==> src/rtl/stopwatch_pkg.sv <==
//------------------------------------------------------------------------------
// Module  : stopwatch_pkg
// Brief   : Shared state encoding, BCD limits and blank masks for the stopwatch.
// Revision: 1.0 - initial release
//------------------------------------------------------------------------------
`default_nettype none

package stopwatch_pkg;

  typedef enum logic [1:0] {
    ST_IDLE   = 2'd0,
    ST_RUN    = 2'd1,
    ST_PAUSED = 2'd2,
    ST_ADJUST = 2'd3
  } state_t;

  localparam logic [7:0] SEC_MAX   = 8'h59;
  localparam logic [7:0] MIN_MAX   = 8'h99;
  localparam logic [3:0] BLANK_MIN = 4'b1100;
  localparam logic [3:0] BLANK_SEC = 4'b0011;

endpackage

`default_nettype wire

==> src/rtl/btn_debounce.sv <==
//------------------------------------------------------------------------------
// Module  : btn_debounce
// Brief   : 2-flop synchronizer, stable-count filter and rising-edge press pulse.
// Revision: 1.0 - initial release
//------------------------------------------------------------------------------
`default_nettype none

module btn_debounce #(
  parameter int DB_CYCLES = 500000,
  parameter int DB_W      = 20
) (
  input  logic clk,
  input  logic rst,
  input  logic btn_raw,
  output logic press
);

  localparam logic [DB_W-1:0] C_CNT_LAST = DB_W'(DB_CYCLES - 1);

  logic [1:0]      r_sync;
  logic [DB_W-1:0] r_cnt;
  logic            r_level;
  logic            r_press;

  // The press pulse is raised in the same cycle the filtered level flips high.
  always_ff @(posedge clk or negedge rst) begin
    if (!rst) begin
      r_sync  <= 2'b00;
      r_cnt   <= '0;
      r_level <= 1'b0;
      r_press <= 1'b0;
    end else begin
      r_sync  <= {r_sync[0], btn_raw};
      r_press <= 1'b0;
      if (r_sync[1] == r_level) begin
        r_cnt <= '0;
      end else if (r_cnt == C_CNT_LAST) begin
        r_cnt   <= '0;
        r_level <= r_sync[1];
        r_press <= r_sync[1];
      end else begin
        r_cnt <= r_cnt + 1'b1;
      end
    end
  end

  assign press = r_press;

endmodule

`default_nettype wire

==> src/rtl/stopwatch_ctrl.sv <==
//------------------------------------------------------------------------------
// Module  : stopwatch_ctrl
// Brief   : Run/pause/adjust sequencer owning the BCD mm:ss count and blink mask.
// Revision: 1.0 - initial release
//------------------------------------------------------------------------------
`default_nettype none

module stopwatch_ctrl
  import stopwatch_pkg::*;
#(
  parameter int DB_CYCLES = 500000,
  parameter int DB_W      = 20
) (
  input  logic       clk,
  input  logic       rst,
  input  logic       tick_1hz,
  input  logic       tick_2hz,
  input  logic       btn_pause,
  input  logic       btn_reset,
  input  logic       sw_adj,
  input  logic       sw_sel,
  output logic [7:0] minutes,
  output logic [7:0] seconds,
  output logic [3:0] blank,
  output logic       running
);

  function automatic logic [7:0] bcd_inc(input logic [7:0] v, input logic [7:0] lim);
    if (v == lim) return 8'h00;
    if (v[3:0] == 4'd9) return {v[7:4] + 4'd1, 4'h0};
    return v + 8'd1;
  endfunction

  logic       w_press_pause;
  logic       w_press_reset;
  logic [1:0] r_adj_sync;
  logic [1:0] r_sel_sync;
  logic       w_adj;
  logic       w_sel;

  state_t     r_state;
  logic [7:0] r_min;
  logic [7:0] r_sec;
  logic       r_blink;
  logic [3:0] r_blank;
  logic       r_running;

  state_t     w_state_nxt;
  logic [7:0] w_min_nxt;
  logic [7:0] w_sec_nxt;
  logic       w_blink_nxt;
  logic [3:0] w_blank_nxt;

  btn_debounce #(.DB_CYCLES(DB_CYCLES), .DB_W(DB_W)) u_db_pause (
    .clk     (clk),
    .rst     (rst),
    .btn_raw (btn_pause),
    .press   (w_press_pause)
  );

  btn_debounce #(.DB_CYCLES(DB_CYCLES), .DB_W(DB_W)) u_db_reset (
    .clk     (clk),
    .rst     (rst),
    .btn_raw (btn_reset),
    .press   (w_press_reset)
  );

  assign w_adj = r_adj_sync[1];
  assign w_sel = r_sel_sync[1];

  always_ff @(posedge clk or negedge rst) begin
    if (!rst) begin
      r_adj_sync <= 2'b00;
      r_sel_sync <= 2'b00;
      r_state    <= ST_IDLE;
      r_min      <= 8'h00;
      r_sec      <= 8'h00;
      r_blink    <= 1'b0;
      r_blank    <= 4'b0000;
      r_running  <= 1'b0;
    end else begin
      r_adj_sync <= {r_adj_sync[0], sw_adj};
      r_sel_sync <= {r_sel_sync[0], sw_sel};
      r_state    <= w_state_nxt;
      r_min      <= w_min_nxt;
      r_sec      <= w_sec_nxt;
      r_blink    <= w_blink_nxt;
      r_blank    <= w_blank_nxt;
      r_running  <= (w_state_nxt == ST_RUN);
    end
  end

  // Priority: clear button, then adjust switch level, then pause, then ticks.
  always_comb begin
    w_state_nxt = r_state;
    w_min_nxt   = r_min;
    w_sec_nxt   = r_sec;
    w_blink_nxt = r_blink;
    if (w_press_reset) begin
      w_min_nxt = 8'h00;
      w_sec_nxt = 8'h00;
      if (r_state != ST_ADJUST) begin
        w_state_nxt = ST_IDLE;
        w_blink_nxt = 1'b0;
      end
    end else begin
      case (r_state)
        ST_IDLE: begin
          w_min_nxt = 8'h00;
          w_sec_nxt = 8'h00;
          if (w_adj)              w_state_nxt = ST_ADJUST;
          else if (w_press_pause) w_state_nxt = ST_RUN;
        end
        ST_RUN: begin
          if (w_adj) begin
            w_state_nxt = ST_ADJUST;
          end else begin
            if (tick_1hz) begin
              w_sec_nxt = bcd_inc(r_sec, SEC_MAX);
              if (r_sec == SEC_MAX) w_min_nxt = bcd_inc(r_min, MIN_MAX);
            end
            if (w_press_pause) w_state_nxt = ST_PAUSED;
          end
        end
        ST_PAUSED: begin
          if (w_adj)              w_state_nxt = ST_ADJUST;
          else if (w_press_pause) w_state_nxt = ST_RUN;
        end
        ST_ADJUST: begin
          if (!w_adj) begin
            w_state_nxt = ST_PAUSED;
            w_blink_nxt = 1'b0;
          end else if (tick_2hz) begin
            w_blink_nxt = ~r_blink;
            // Step only on the 1->0 blink transition, halving the 2 Hz rate.
            if (r_blink) begin
              if (w_sel) w_sec_nxt = bcd_inc(r_sec, SEC_MAX);
              else       w_min_nxt = bcd_inc(r_min, MIN_MAX);
            end
          end
        end
        default: w_state_nxt = ST_IDLE;
      endcase
    end

    w_blank_nxt = 4'b0000;
    if (w_state_nxt == ST_ADJUST && w_blink_nxt)
      w_blank_nxt = w_sel ? BLANK_SEC : BLANK_MIN;
  end

  assign minutes = r_min;
  assign seconds = r_sec;
  assign blank   = r_blank;
  assign running = r_running;

endmodule

`default_nettype wire

==> config.mk <==
export PLATFORM = sky130hd
export DESIGN_NAME = stopwatch_ctrl
export DESIGN_NICKNAME = d
export VERILOG_FILES = /design/src/rtl/stopwatch_pkg.sv /design/src/rtl/btn_debounce.sv /design/src/rtl/stopwatch_ctrl.sv
export SDC_FILE = /design/constraint.sdc
export NUM_CORES = 1
export LEC_CHECK = 0
export ABC_AREA = 1
export BUFFER_PORTS_ARGS = -buffer_cell sky130_fd_sc_hd__buf_2
export CORE_MARGIN = 1.5
export CORE_UTILIZATION = 40
export CTS_CLUSTER_DIAMETER = 150
export DETAILED_ROUTE_END_ITERATION = 8
export PLACE_DENSITY = 0.64
export REMOVE_ABC_BUFFERS = 1
export SLEW_MARGIN = 20
export SYNTH_ARGS = -nofsm -noshare
export SYNTH_HDL_FRONTEND = slang
export SYNTH_SLANG_ARGS = --single-unit
==> constraint.sdc <==
create_clock -name clk -period 2.95 [get_ports clk]
set_input_delay 0.4425 -clock clk [delete_from_list [all_inputs] [get_ports clk]]
set_output_delay 0.4425 -clock clk [all_outputs]
set_load 0.01 [all_outputs]
==> impl_metrics.tcl, run 1 <==
set metrics [dict create \
    leakagePower_nw 2.17 \
    gp_congestion 0.906 \
    design.core.area_um2 10300 \
    ys_seq_area_share_pct 43.7 \
    r2r-end "seconds[4]" \
    ant_nets 0 \
    rsz0062_at_grt "false" \
    drv_slew 0 \
    htreeDepth 3 \
    gr-usage-all-layers_pct 16.8 \
    cts_buffers 9 \
    grt_overflow 0 \
    endpoint "seconds[4]" \
    finalHoldViolCount 0 \
    grt_pass1_wl_um 15300 \
    fin_worst_skew_ps 12.7 \
    worst_slack_ps 1300 \
    final_cell_mix "nand2_1 (113), nor2_1 (95), dfrtp_1 (74)" \
    worstSetupPathType "register to register" \
    io_pins 29 \
    drtIter0Drc 301 \
    setup_tns_ps 0 \
    antenna_found_initial 0 \
    crit_arrival_ps 1890 \
    fin_crit_ps 1650 \
    routedWlPerCell_um 12.1 \
    area_growth_pct 12.0 \
    clock_sinks 74 \
    die_width_um 106 \
    timing.final.crit_share_pct 56.1 \
    required_ps 3190 \
    cts_resized 0 \
    route.detailed.drc 0 \
    r2r_cells 8 \
    synth_area_um2 4240 \
    dp_slack_ps 1320 \
    cts_hold_buf 0 \
    num_vias 3597 \
    slew-limit-headroom_pct 38.3 \
    grt_pass1_vias 3433 \
    synth_seq_cells 74 \
    first_pass_iters 4 \
    clockRootBuffer "clkbuf_8" \
    end_kind "register" \
    fp.dieH_um 106 \
    num_rows 37 \
    drive_gt1_share_pct 14.7 \
    regToRegSetupSlack_ps 1300 \
    cts_max_path_buffers 2 \
    holdWs_ps 202 \
    start_kind "register" \
    max_freq_mhz 604 \
    nNetsFinal 603 \
    worstReg2RegStart "u_db_reset.press" \
    met3WireLength_um 302 \
    peakVddDrop_mv 0.248 \
    cp_max_fo 11 \
    cts_tree "done" \
    total_power_mw 2.22 \
    synth_edf_count 0 \
    syn_inst 552 \
    syn-mean-instance-area_um2 7.67 \
    dieArea_um2 11200 \
    via_per_inst 4.95 \
    cts_setup_buffers 0 \
    drt_wl_total_um 8770 \
    path_clk_slew_ps 80 \
    final_common_cell "nand2_1" \
    cp-startpoint "u_db_reset.press" \
    synthFlopType "dfrtp_1" \
    dr_wl_met2_um 4060 \
    clk_latency_ps 340 \
    portBuffers 28 \
    status "finished clean" \
    start_util_pct 41.2 \
    diodes 0 \
    met1_length_um 4270 \
    grt_max_degree 75 \
    ys_warn_count 0 \
    hold_class "primary input to register" \
    worst_slew_pin_slew_ps 926 \
    finalSetupViolations 0 \
    pwr_density_cell_nw_per_um2 468 \
    top_layer "met4" \
    drv_cap 0 \
    post-dp-hpwl_um 6350 \
    async_flop_share_pct 100 \
    ys_types 32 \
]
-- cells in the mapped netlist, drive strengths merged (2+ instances only) --
master	instances	area, um^2
a21oi	17	100
and2	2	12.5
buf	5	38.8
dfrtp	74	1850
ha	10	125
inv	70	263
nand2	129	534
nand3	57	305
nand3b	3	22.5
nand4	22	138
nor2	109	474
nor3	10	61.3
nor3b	2	15.0
o21ai	16	80.1
xnor2	2	17.5
xor2	20	175
-- flip-flops by register name (all words and copies together), names as in the netlist --
name and count:
seconds 8, blank 2, r_state 2, u_db_reset.r_sync 2
u_db_pause.r_cnt 20, running 1, r_blink 1, minutes 8
r_adj_sync 2, r_sel_sync 2, u_db_reset.r_cnt 20, u_db_reset.r_level 1
u_db_pause.r_sync 2, u_db_pause.r_level 1, u_db_reset.press 1, u_db_pause.press 1
-- final cells by class --
class / instances / area [um^2]
Sequential cell: 74 / 1850
Timing Repair Buffer: 28 / 143
Inverter: 70 / 263
Clock inverter: 4 / 72.6
Multi-Input combinational cell: 402 / 2080
Fill cell: 1018 / 5530
Tap cell: 136 / 170
Clock buffer: 12 / 165
-- power breakdown --
group	switching, mW	leakage (nW)	internal [mW]
Sequential	0.0512	0.997	1.06
Clock	0.369	0.119	0.545
Combinational	0.128	1.05	0.0734
-- per-stage QoR --
step                cell area, um^2  util, %  instances
floorplan                      4190        -        546
global placement               4510     43.9        710
detailed placement             4510     43.9        710
CTS                            4740     46.2        726
global route                   4740     46.2        726
finish                         4740     46.2        726
-- cell families after synthesis --
logic type / after synthesis / share of synthesized area, %
flops: 74 / 43.7
buf+inv: 76 / 7.21
compound gates: 34 / 4.40
simple gates: 336 / 37.2
fa+ha+maj: 10 / 2.95
xor+xnor: 22 / 4.55
-- layer usage --
layer  track usage, %  up-vias
li1                 -     1823
met1             22.6     1680
met2             27.2       79
met3             2.51       15
met4             7.05        0
met5                0        -
-- worst min-delay path by stage --
stage | startpoint | end | slack (ps) | cells after the start
finish | sw_sel | r_sel_sync[0] | 200 | 1
global route | sw_sel | r_sel_sync[0] | 180 | 1
CTS | sw_sel | r_sel_sync[0] | 180 | 1
detailed placement | r_adj_sync[0] | r_adj_sync[1] | 330 | 0
global placement | r_adj_sync[0] | r_adj_sync[1] | 330 | 0
floorplan | rst | blank[1] | 150 | 0
-- critical path, stage by stage, from the launching register on --
cell and delay, ps:
dfrtp_1 510, inv_2 290, nand2_1 130, a21oi_2 190
inv_1 90, nand2_2 140, o21ai_0 90, nand2_1 70
inv_1 40
Power figures use the tool's default switching activity.
==> run 2: changes to the inputs <==
==> constraint.sdc (replaced) <==
create_clock -name clk -period 1.7 [get_ports clk]
set_input_delay 0.255 -clock clk [delete_from_list [all_inputs] [get_ports clk]]
set_output_delay 0.255 -clock clk [all_outputs]
set_load 0.01 [all_outputs]
==> run 2 against run 1 <==
Against the previous run:
- die area unchanged
- sequential share of layout area down 0.50 points
- clock-buffer cell count down 2
- setup slack worse by 1100 ps
- core utilization up 0.60 points
- clock skew down 3.1 ps
- global-route usage up 0.34 points
- critical endpoint is now minutes[4]
- first-iteration DRC count down 28%
- fmax up 8.1%
- clock power up 50%
- largest cell class unchanged
- highest routed layer unchanged
==> impl_metrics.tcl, run 2 (synthesis results as in run 1) <==
set metrics [dict create \
    final_common_cell "nand2_1" \
    path_clk_slew_ps 80 \
    post-dp-hpwl_um 6630 \
    start_util_pct 41.2 \
    clockRootBuffer "clkbuf_8" \
    dpl_cell_area_um2 4550 \
    reg_top3 "u_db_pause.r_cnt: 20 flops, u_db_reset.r_cnt: 20 flops" \
    multi_input_area_um2 2090 \
    area_growth_pct 13.4 \
    seq_area_um2 1850 \
    start_kind "register" \
    grt_pass1_vias 3500 \
    routedWlPerCell_um 11.9 \
    num_vias 3659 \
    max_freq_mhz 653 \
    final_cell_mix "nand2_1 (111), nor2_1 (95), dfrtp_1 (74)" \
    worst_slew_pin_slew_ps 405 \
    cts_setup_buffers 0 \
    die_width_um 106 \
    antenna_found_initial 0 \
    cts_buffers 9 \
    dieArea_um2 11200 \
    cts_tree "done" \
    whs_path_depth 4 \
    r2r_cells 9 \
    hold_class "primary input to register" \
    finalHoldViolCount 0 \
    hold_start "tick_2hz" \
    pwr_density_cell_nw_per_um2 761 \
    nFillCells 1035 \
    final_area_um2 4810 \
    drive_gt1_share_pct 15.5 \
    grt_overflow 0 \
    cp_max_fo 8 \
    regToRegSetupSlack_ps 170 \
    r2r-end "minutes[4]" \
    clock_sinks 74 \
    via_per_inst 4.98 \
    num_rows 37 \
    finalSetupViolations 0 \
    portBuffers 28 \
    drtIter0Drc 217 \
    gr-usage-all-layers_pct 17.2 \
    diodes 0 \
    htreeDepth 3 \
    first_pass_iters 5 \
    nNetsFinal 612 \
    final_core_util_pct 46.8 \
    required_ps 1940 \
    leakagePower_nw 2.18 \
    clk_latency_ps 350 \
    drv_cap 0 \
    status "finished clean" \
    fin_crit_ps 1530 \
    route.detailed.drc 0 \
    crit_arrival_ps 1770 \
    holdPathEnd "r_blink" \
    grt_max_degree 52 \
    gp_congestion 0.884 \
    fin_worst_skew_ps 9.53 \
    cp-startpoint "minutes[1]" \
    worstSetupPathType "register to register" \
    timing.final.crit_share_pct 90.0 \
    io_pins 29 \
    design.core.area_um2 10300 \
    end_kind "register" \
    worstReg2RegStart "minutes[1]" \
    ant_nets 0 \
    cts_max_path_buffers 2 \
    peakVddDrop_mv 0.315 \
    grt_pass1_wl_um 15500 \
    fp.dieH_um 106 \
    drt_wl_total_um 8770 \
    drv_slew 0 \
    slew-limit-headroom_pct 73.0 \
]
[run 2: cell types whose count changed in the layout (fill, tap and decap cells not counted), moves of 2 or more]
cell / change
dlygate4sd3_1: +5
buf_4: +3
clkbuf_8: -3
clkinvlp_4: +2
nand2_1: -2
nand2_2: +2
[run 2: area by class of cell]
type | count | area share (%)
Tap cell | 136 | 3.54
Sequential cell | 74 | 38.5
Multi-Input combinational cell | 402 | 43.5
Timing Repair Buffer | 37 | 4.89
Clock buffer | 10 | 2.66
Clock inverter | 6 | 1.38
Inverter | 70 | 5.47
[run 2: worst max-delay path by stage]
stage                      end  slack, ps  cells after the start
CTS                 minutes[4]        120                      9
global route        minutes[5]         -5                     10
detailed placement  minutes[2]        140                      9
global placement    minutes[4]        180                      9
floorplan           minutes[2]        280                      9
finish              minutes[4]        170                      9
[run 2: worst max-delay path: stages (launching register included)]
cell and delay (ps):
dfrtp_1 450, inv_1 100, ha_1 160, nand3_2 180
nand2_2 150, nand2_1 110, nand3_1 80, nand3_1 80
nand2_1 70, nand2_1 50
[run 2: per-layer routing]
metal | share of wire [%] | up-vias | track usage (%)
met1 | 47 | 1714 | 22.1
li1 | - | 1843 | -
met2 | 46 | 86 | 27.9
met4 | 2.0 | 0 | 8.98
met3 | 4.3 | 16 | 2.70
met5 | 0 | - | 0
[run 2: metrics by stage]
step | hold slack [ps] | total power, mW | instances | setup TNS, ps | setup WS (ps)
after global placement | 180 | 2.30 | 714 | 0 | 181
final | 286 | 3.66 | 735 | 0 | 170
after floorplan | -40.6 | 2.15 | 546 | 0 | 277
after CTS | 269 | 3.70 | 735 | 0 | 123
after detailed placement | 181 | 2.32 | 714 | 0 | 140
after global routing | 291 | 3.85 | 735 | -4.70 | -4.70
[run 2: report_power, final]
group / total, mW / internal (mW) / switching [mW]
logic: 0.362 / 0.144 / 0.219
clock network: 1.37 / 0.681 / 0.688
registers: 1.93 / 1.83 / 0.0957
[run 2: timing repair]
item,CTS,global route
endpoints found under the hold margin,27,0
endpoints found under the setup margin,0,15
resized for setup,0,4
hold buffers,5,0
